### src/rtl/fetch_unit.sv
// Instruction fetch stage: program counter, memory read requests, prefetch FIFO and redirect handling.
// Optional fetch-address limit check is enabled by defining FETCH_MV_CHECK_EN.
module fetch_unit #(
    parameter int                  ADDR_W   = 20,
    parameter int                  DATA_W   = 16,
    parameter int                  DEPTH    = 4,
    parameter logic [ADDR_W-1:0]   RESET_PC = 20'h0FFFC
`ifdef FETCH_MV_CHECK_EN
    ,
    parameter logic [ADDR_W-1:0]   MEM_LIMIT = 20'hFFFFF
`endif
) (
    input  logic              clk,
    input  logic              rst_n,
    output logic              mem_req_valid,
    input  logic              mem_req_ready,
    output logic [ADDR_W-1:0] mem_addr,
    input  logic              mem_rsp_valid,
    input  logic [DATA_W-1:0] mem_rsp_data,
    output logic              instr_valid,
    input  logic              instr_ready,
    output logic [DATA_W-1:0] instr_data,
    output logic [ADDR_W-1:0] instr_pc,
    input  logic              redirect_valid,
    input  logic [ADDR_W-1:0] redirect_pc,
    input  logic              halt,
    output logic              fetch_mv
);

    localparam int PTR_W = $clog2(DEPTH);
    localparam int CNT_W = PTR_W + 1;

    localparam logic [PTR_W-1:0]  PTR_ONE = PTR_W'(1'b1);
    localparam logic [CNT_W-1:0]  CNT_ONE = CNT_W'(1'b1);
    localparam logic [CNT_W-1:0]  DEPTH_C = CNT_W'(DEPTH);
    localparam logic [ADDR_W-1:0] PC_ONE  = ADDR_W'(1'b1);

    typedef enum logic [1:0] {
        BOOT   = 2'd0,
        FETCH  = 2'd1,
        HALTED = 2'd2,
        FAULT  = 2'd3
    } state_e;

    state_e            state_q, state_d;
    logic [ADDR_W-1:0] fetch_pc_q, fetch_pc_d;
    logic [ADDR_W-1:0] rsp_pc_q, rsp_pc_d;
    logic [CNT_W-1:0]  outst_q, outst_d;
    logic [CNT_W-1:0]  discard_q, discard_d;
    logic [CNT_W-1:0]  fifo_cnt_q, fifo_cnt_d;
    logic [PTR_W-1:0]  wr_ptr_q, wr_ptr_d;
    logic [PTR_W-1:0]  rd_ptr_q, rd_ptr_d;
    logic [DATA_W-1:0] fifo_data_q [DEPTH];
    logic [DATA_W-1:0] fifo_data_d [DEPTH];
    logic [ADDR_W-1:0] fifo_pc_q   [DEPTH];
    logic [ADDR_W-1:0] fifo_pc_d   [DEPTH];

    logic credit_ok_s;
    logic limit_hit_s;
    logic issue_s;
    logic accept_s;
    logic pop_s;
    logic drop_s;
    logic push_s;

`ifdef FETCH_MV_CHECK_EN
    logic fetch_mv_q, fetch_mv_d;
    assign limit_hit_s = (fetch_pc_q > MEM_LIMIT);
    assign fetch_mv    = fetch_mv_q;
`else
    assign limit_hit_s = 1'b0;
    assign fetch_mv    = 1'b0;
`endif

    // Credits cover both in-flight reads and buffered words, so the FIFO can never overflow.
    assign credit_ok_s = ((outst_q + fifo_cnt_q) < DEPTH_C);
    assign issue_s     = (state_q == FETCH) && !halt && !redirect_valid && credit_ok_s && !limit_hit_s;
    assign accept_s    = issue_s && mem_req_ready;

    assign mem_req_valid = issue_s;
    assign mem_addr      = fetch_pc_q;

    assign instr_valid = (fifo_cnt_q != {CNT_W{1'b0}});
    assign instr_data  = fifo_data_q[rd_ptr_q];
    assign instr_pc    = fifo_pc_q[rd_ptr_q];

    assign pop_s  = instr_valid && instr_ready;
    assign drop_s = mem_rsp_valid && (redirect_valid || (discard_q != {CNT_W{1'b0}}));
    assign push_s = mem_rsp_valid && !drop_s;

    // Next-state for the control FSM.
    always_comb begin
        state_d = state_q;
        case (state_q)
            BOOT: begin
                state_d = FETCH;
            end
            FETCH: begin
                if (halt) begin
                    state_d = HALTED;
                end else if (limit_hit_s && !redirect_valid) begin
                    state_d = FAULT;
                end else begin
                    state_d = FETCH;
                end
            end
            HALTED: begin
                if (!halt) begin
                    state_d = FETCH;
                end else begin
                    state_d = HALTED;
                end
            end
            FAULT: begin
                if (redirect_valid) begin
                    state_d = FETCH;
                end else begin
                    state_d = FAULT;
                end
            end
            default: begin
                state_d = BOOT;
            end
        endcase
    end

    // Program counters and in-flight / discard bookkeeping.
    always_comb begin
        fetch_pc_d = fetch_pc_q;
        rsp_pc_d   = rsp_pc_q;
        outst_d    = outst_q;
        discard_d  = discard_q;

        if (accept_s && !mem_rsp_valid) begin
            outst_d = outst_q + CNT_ONE;
        end else if (!accept_s && mem_rsp_valid) begin
            outst_d = outst_q - CNT_ONE;
        end else begin
            outst_d = outst_q;
        end

        // Everything still in flight after a redirect belongs to the old path.
        if (redirect_valid) begin
            fetch_pc_d = redirect_pc;
            rsp_pc_d   = redirect_pc;
            discard_d  = outst_d;
        end else begin
            if (accept_s) begin
                fetch_pc_d = fetch_pc_q + PC_ONE;
            end else begin
                fetch_pc_d = fetch_pc_q;
            end
            if (push_s) begin
                rsp_pc_d = rsp_pc_q + PC_ONE;
            end else begin
                rsp_pc_d = rsp_pc_q;
            end
            if (drop_s) begin
                discard_d = discard_q - CNT_ONE;
            end else begin
                discard_d = discard_q;
            end
        end
    end

    // Prefetch FIFO pointers, occupancy and storage.
    always_comb begin
        wr_ptr_d    = wr_ptr_q;
        rd_ptr_d    = rd_ptr_q;
        fifo_cnt_d  = fifo_cnt_q;
        fifo_data_d = fifo_data_q;
        fifo_pc_d   = fifo_pc_q;

        if (redirect_valid) begin
            wr_ptr_d   = {PTR_W{1'b0}};
            rd_ptr_d   = {PTR_W{1'b0}};
            fifo_cnt_d = {CNT_W{1'b0}};
        end else begin
            if (push_s) begin
                wr_ptr_d = wr_ptr_q + PTR_ONE;
            end else begin
                wr_ptr_d = wr_ptr_q;
            end
            if (pop_s) begin
                rd_ptr_d = rd_ptr_q + PTR_ONE;
            end else begin
                rd_ptr_d = rd_ptr_q;
            end
            if (push_s && !pop_s) begin
                fifo_cnt_d = fifo_cnt_q + CNT_ONE;
            end else if (!push_s && pop_s) begin
                fifo_cnt_d = fifo_cnt_q - CNT_ONE;
            end else begin
                fifo_cnt_d = fifo_cnt_q;
            end
        end

        if (push_s) begin
            fifo_data_d[wr_ptr_q] = mem_rsp_data;
            fifo_pc_d[wr_ptr_q]   = rsp_pc_q;
        end else begin
            fifo_data_d = fifo_data_q;
            fifo_pc_d   = fifo_pc_q;
        end
    end

`ifdef FETCH_MV_CHECK_EN
    // Violation flag is set on entering FAULT and held until a redirect.
    always_comb begin
        if (redirect_valid) begin
            fetch_mv_d = 1'b0;
        end else if ((state_q == FETCH) && (state_d == FAULT)) begin
            fetch_mv_d = 1'b1;
        end else begin
            fetch_mv_d = fetch_mv_q;
        end
    end
`endif

    // All fetch-stage state registers.
    always_ff @(posedge clk or negedge rst_n) begin
        if (!rst_n) begin
            state_q    <= BOOT;
            fetch_pc_q <= RESET_PC;
            rsp_pc_q   <= RESET_PC;
            outst_q    <= {CNT_W{1'b0}};
            discard_q  <= {CNT_W{1'b0}};
            fifo_cnt_q <= {CNT_W{1'b0}};
            wr_ptr_q   <= {PTR_W{1'b0}};
            rd_ptr_q   <= {PTR_W{1'b0}};
            for (int i = 0; i < DEPTH; i++) begin
                fifo_data_q[i] <= {DATA_W{1'b0}};
                fifo_pc_q[i]   <= {ADDR_W{1'b0}};
            end
`ifdef FETCH_MV_CHECK_EN
            fetch_mv_q <= 1'b0;
`endif
        end else begin
            state_q     <= state_d;
            fetch_pc_q  <= fetch_pc_d;
            rsp_pc_q    <= rsp_pc_d;
            outst_q     <= outst_d;
            discard_q   <= discard_d;
            fifo_cnt_q  <= fifo_cnt_d;
            wr_ptr_q    <= wr_ptr_d;
            rd_ptr_q    <= rd_ptr_d;
            fifo_data_q <= fifo_data_d;
            fifo_pc_q   <= fifo_pc_d;
`ifdef FETCH_MV_CHECK_EN
            fetch_mv_q  <= fetch_mv_d;
`endif
        end
    end

endmodule

### config.mk
export PLATFORM = sky130hd
export DESIGN_NAME = fetch_unit
export DESIGN_NICKNAME = d
export VERILOG_FILES = /design/src/rtl/fetch_unit.sv
export SDC_FILE = /design/constraint.sdc
export NUM_CORES = 1
export LEC_CHECK = 0
export CAP_MARGIN = 20
export CELL_PAD_IN_SITES_DETAIL_PLACEMENT = 0
export CELL_PAD_IN_SITES_GLOBAL_PLACEMENT = 1
export CORE_UTILIZATION = 29
export CTS_CLUSTER_DIAMETER = 100
export DETAILED_ROUTE_END_ITERATION = 12
export DONT_BUFFER_PORTS = 1
export GPL_ROUTABILITY_DRIVEN = 0
export GPL_TIMING_DRIVEN = 0
export PLACE_DENSITY = 0.55
export SLEW_MARGIN = 40
export SYNTH_ARGS = -nofsm -noshare
export SYNTH_HDL_FRONTEND = slang
export SYNTH_SLANG_ARGS = --single-unit
### constraint.sdc
create_clock -name clk -period 2.63 [get_ports clk]
set_input_delay 0.3945 -clock clk [delete_from_list [all_inputs] [get_ports clk]]
set_output_delay 0.3945 -clock clk [all_outputs]
set_load 0.01 [all_outputs]
==> impl_metrics.env <==
export IMPL_avgViaCountPerCell=4.80
export IMPL_synth_area_mm2=0.00944
export IMPL_wl_per_cell_um=18.9
export IMPL_drc=0
export IMPL_grt_pass1_vias=5857
export IMPL_place_port_buffers=0
export IMPL_antenna_found_initial=0
export IMPL_ys_ff_latch=199
export IMPL_fin_ws_ns=0.154
export IMPL_p_leak_nw=4.67
export IMPL_path_cells="buf_2 -> buf_4 -> mux4_2"
export IMPL_rsz0062_at_grt="no"
export IMPL_cts_sinks=199
export IMPL_min_period_ns=2.48
export IMPL_rows=65
export IMPL_finalSetupViolations=0
export IMPL_end_kind="output port"
export IMPL_post_route_period_util=0.942
export IMPL_hpwl_um=15000
export IMPL_cts_clk_slew_worst_paths_ns=0.08
export IMPL_start_kind="flop"
export IMPL_overflow=0
export IMPL_ys_top_cells_by_count="171 x dfrtp_1, 152 x mux2_2, 46 x nand2_1"
export IMPL_yosysMostFrequentCell="dfrtp_1"
export IMPL_fin_skew_ns=0.0105
export IMPL_dieArea_mm2=0.0333
export IMPL_cp_data_required_time_ns=2.24
export IMPL_post_route_cells_drive_above_1_share=0.384
export IMPL_ys_seq_area_frac=0.531
export IMPL_post_cts_repair_setup_buffers=0
export IMPL_maxCapViolations=0
export IMPL_final_nets=780
export IMPL_drtIter0Drc=301
export IMPL_hold_viol=199
export IMPL_drt_pre_antenna_iters=4
export IMPL_crit_fanout=10
export IMPL_numCtsBuffers=17
export IMPL_status="finished, violations left"
export IMPL_die_h_um=182
export IMPL_cts_root_buffer="clkbuf_16"
export IMPL_slew_viol_final=0
export IMPL_final_util=0.333
export IMPL_die_w_um=182
export IMPL_crit_buf_inv=2
export IMPL_cts_max_level=4
export IMPL_violations="hold timing"
export IMPL_postRouteAntennaNets=0
export IMPL_cp_slowest_cell="mux4_2"
export IMPL_syn_nets=762
export IMPL_whs_ns=-0.357
export IMPL_layout_area_overhead_vs_synth_pct=12.3
export IMPL_critPathTopFamily="buffers and inverters"
export IMPL_ys_flop_type="dfrtp_1"
export IMPL_synth_edf_count=0
export IMPL_synth_distinct_cells=47
export IMPL_syn_mean_instance_area_um2=13.4
export IMPL_yosysWarningCount=0
export IMPL_synth_top_cell_by_area="dfrtp_1"
export IMPL_hp_class="in -> async"
export IMPL_async_reset_ff_frac=1.00
export IMPL_worstPathArrival_ns=2.08
export IMPL_relSlewSlack=0.551
export IMPL_cellPowerDensity_mw_per_mm2=890
export IMPL_clock_path_buffers=2
export IMPL_core_area_mm2=0.0318
export IMPL_grt_max_degree=200
export IMPL_synthTopCellsByArea="dfrtp_1 45%, mux2_2 18%, mux4_2 8.6%"
export IMPL_dp_slack_ns=0.208
export IMPL_path_class="reg -> out"
export IMPL_synth_top_area_frac=0.453
export IMPL_via_count=5616
export IMPL_start_util=0.297
export IMPL_cts_tree="built"
export IMPL_antenna_cells=0
export IMPL_slowest_delay_ns=0.62
export IMPL_worst_pin_slew_ns=0.668
export IMPL_worstSkewPairLatency_ns=0.44
export IMPL_netlist_instances=704
export IMPL_wl_um=22100
export IMPL_grt_pass1_wl_um=35000
export IMPL_fmax_mhz=404
export IMPL_power_mw=9.43
export IMPL_vdd_drop_max_mv=0.493
export IMPL_grt_use_total=0.140
export IMPL_finalSetupTns_ns=0
export IMPL_ios=102
power breakdown:
part / internal [mW] / switching, mW / total, mW
clock: 1.54 / 1.24 / 2.78
sequential: 3.67 / 0.429 / 4.10
combinational: 1.25 / 1.30 / 2.55
path summary, 6_finish.rpt:
check	from	endpoint	slack, ns	cells past startpoint
worst max-delay path	rd_ptr_q[0]	instr_pc[7]	0.15	3
worst min-delay path	rst_n	fifo_data_q[57]	-0.36	0
worst max register to register	discard_q[0]	fifo_pc_q[41]	0.29	7
worst min register to register	fifo_pc_q[21]	fifo_pc_q[21]	0.50	1
max in group asynchronous	rst_n	mem_addr[10]	2.65	0
min in group clk	halt	state_q[0]	0.06	1
flip-flops by register name, indices dropped and copies added, names as in the netlist:
register and flops:
wr_ptr_q 2, state_q 2, rsp_pc_q 20, mem_addr 20, rd_ptr_q 2, fifo_cnt_q 3
discard_q 3, fifo_data_q 64, fifo_pc_q 80, outst_q 3
placed cells by master (no fill, tap or decap), drive strengths merged, types with 2 or more instances in the layout:
cell,instances
dfrtp,171
mux2,152
nand2,47
mux4,36
inv,31
buf,30
dfstp,28
clkbuf,27
nor2,25
o21ai,24
xor2,23
a21oi,17
nand4,15
xnor2,15
ha,14
nand3,11
nor3,7
o31a,7
nor4,7
and2,4
o211ai,4
a31oi,4
and3,3
a211oi,3
or3,3
clkinvlp,3
bufinv,3
nor3b,3
nand3b,2
nand4b,2
a221oi,2
kinds of logic (layout without fill, tap and decap cells):
kind of cell	count (synthesis)	count (layout)	synth area share
XOR/XNOR	38	38	0.0380
other	1	1	0.000397
buffers and inverters	65	95	0.0293
multiplexers	189	189	0.268
AO/OA/AOI/OAI	67	67	0.0441
AND/OR/NAND/NOR	130	130	0.0679
flip-flops	199	199	0.531
adder cells (fa/ha/maj)	15	15	0.0207
layout make-up:
type                    count  area [um2]
inverters                  26        97.6
fillers                  3187       21200
clock buffers              19         443
flip-flops and latches    199        5010
multi-input cells         440        4150
plain buffers              38         186
clock inverters            12         166
well taps                 435         544
per-layer routing:
layer	global-route usage	wire length, um
met2	0.220	10300
met5	0	0
met3	0.0403	1210
met4	0.0353	155
met1	0.188	10400
through the flow:
step | instances | cell area [um2]
floorplan | 704 | 9440
global placement | 1139 | 9980
detailed placement | 1139 | 9980
CTS | 1170 | 10600
global route | 1169 | 10600
finish | 1169 | 10600
timing repair:
item,in CTS,in global routing
endpoints found under the hold margin,199,185
setup endpoints to repair,29,6
resized for setup,5,1
No activity file was read; power rests on OpenSTA's default activity.
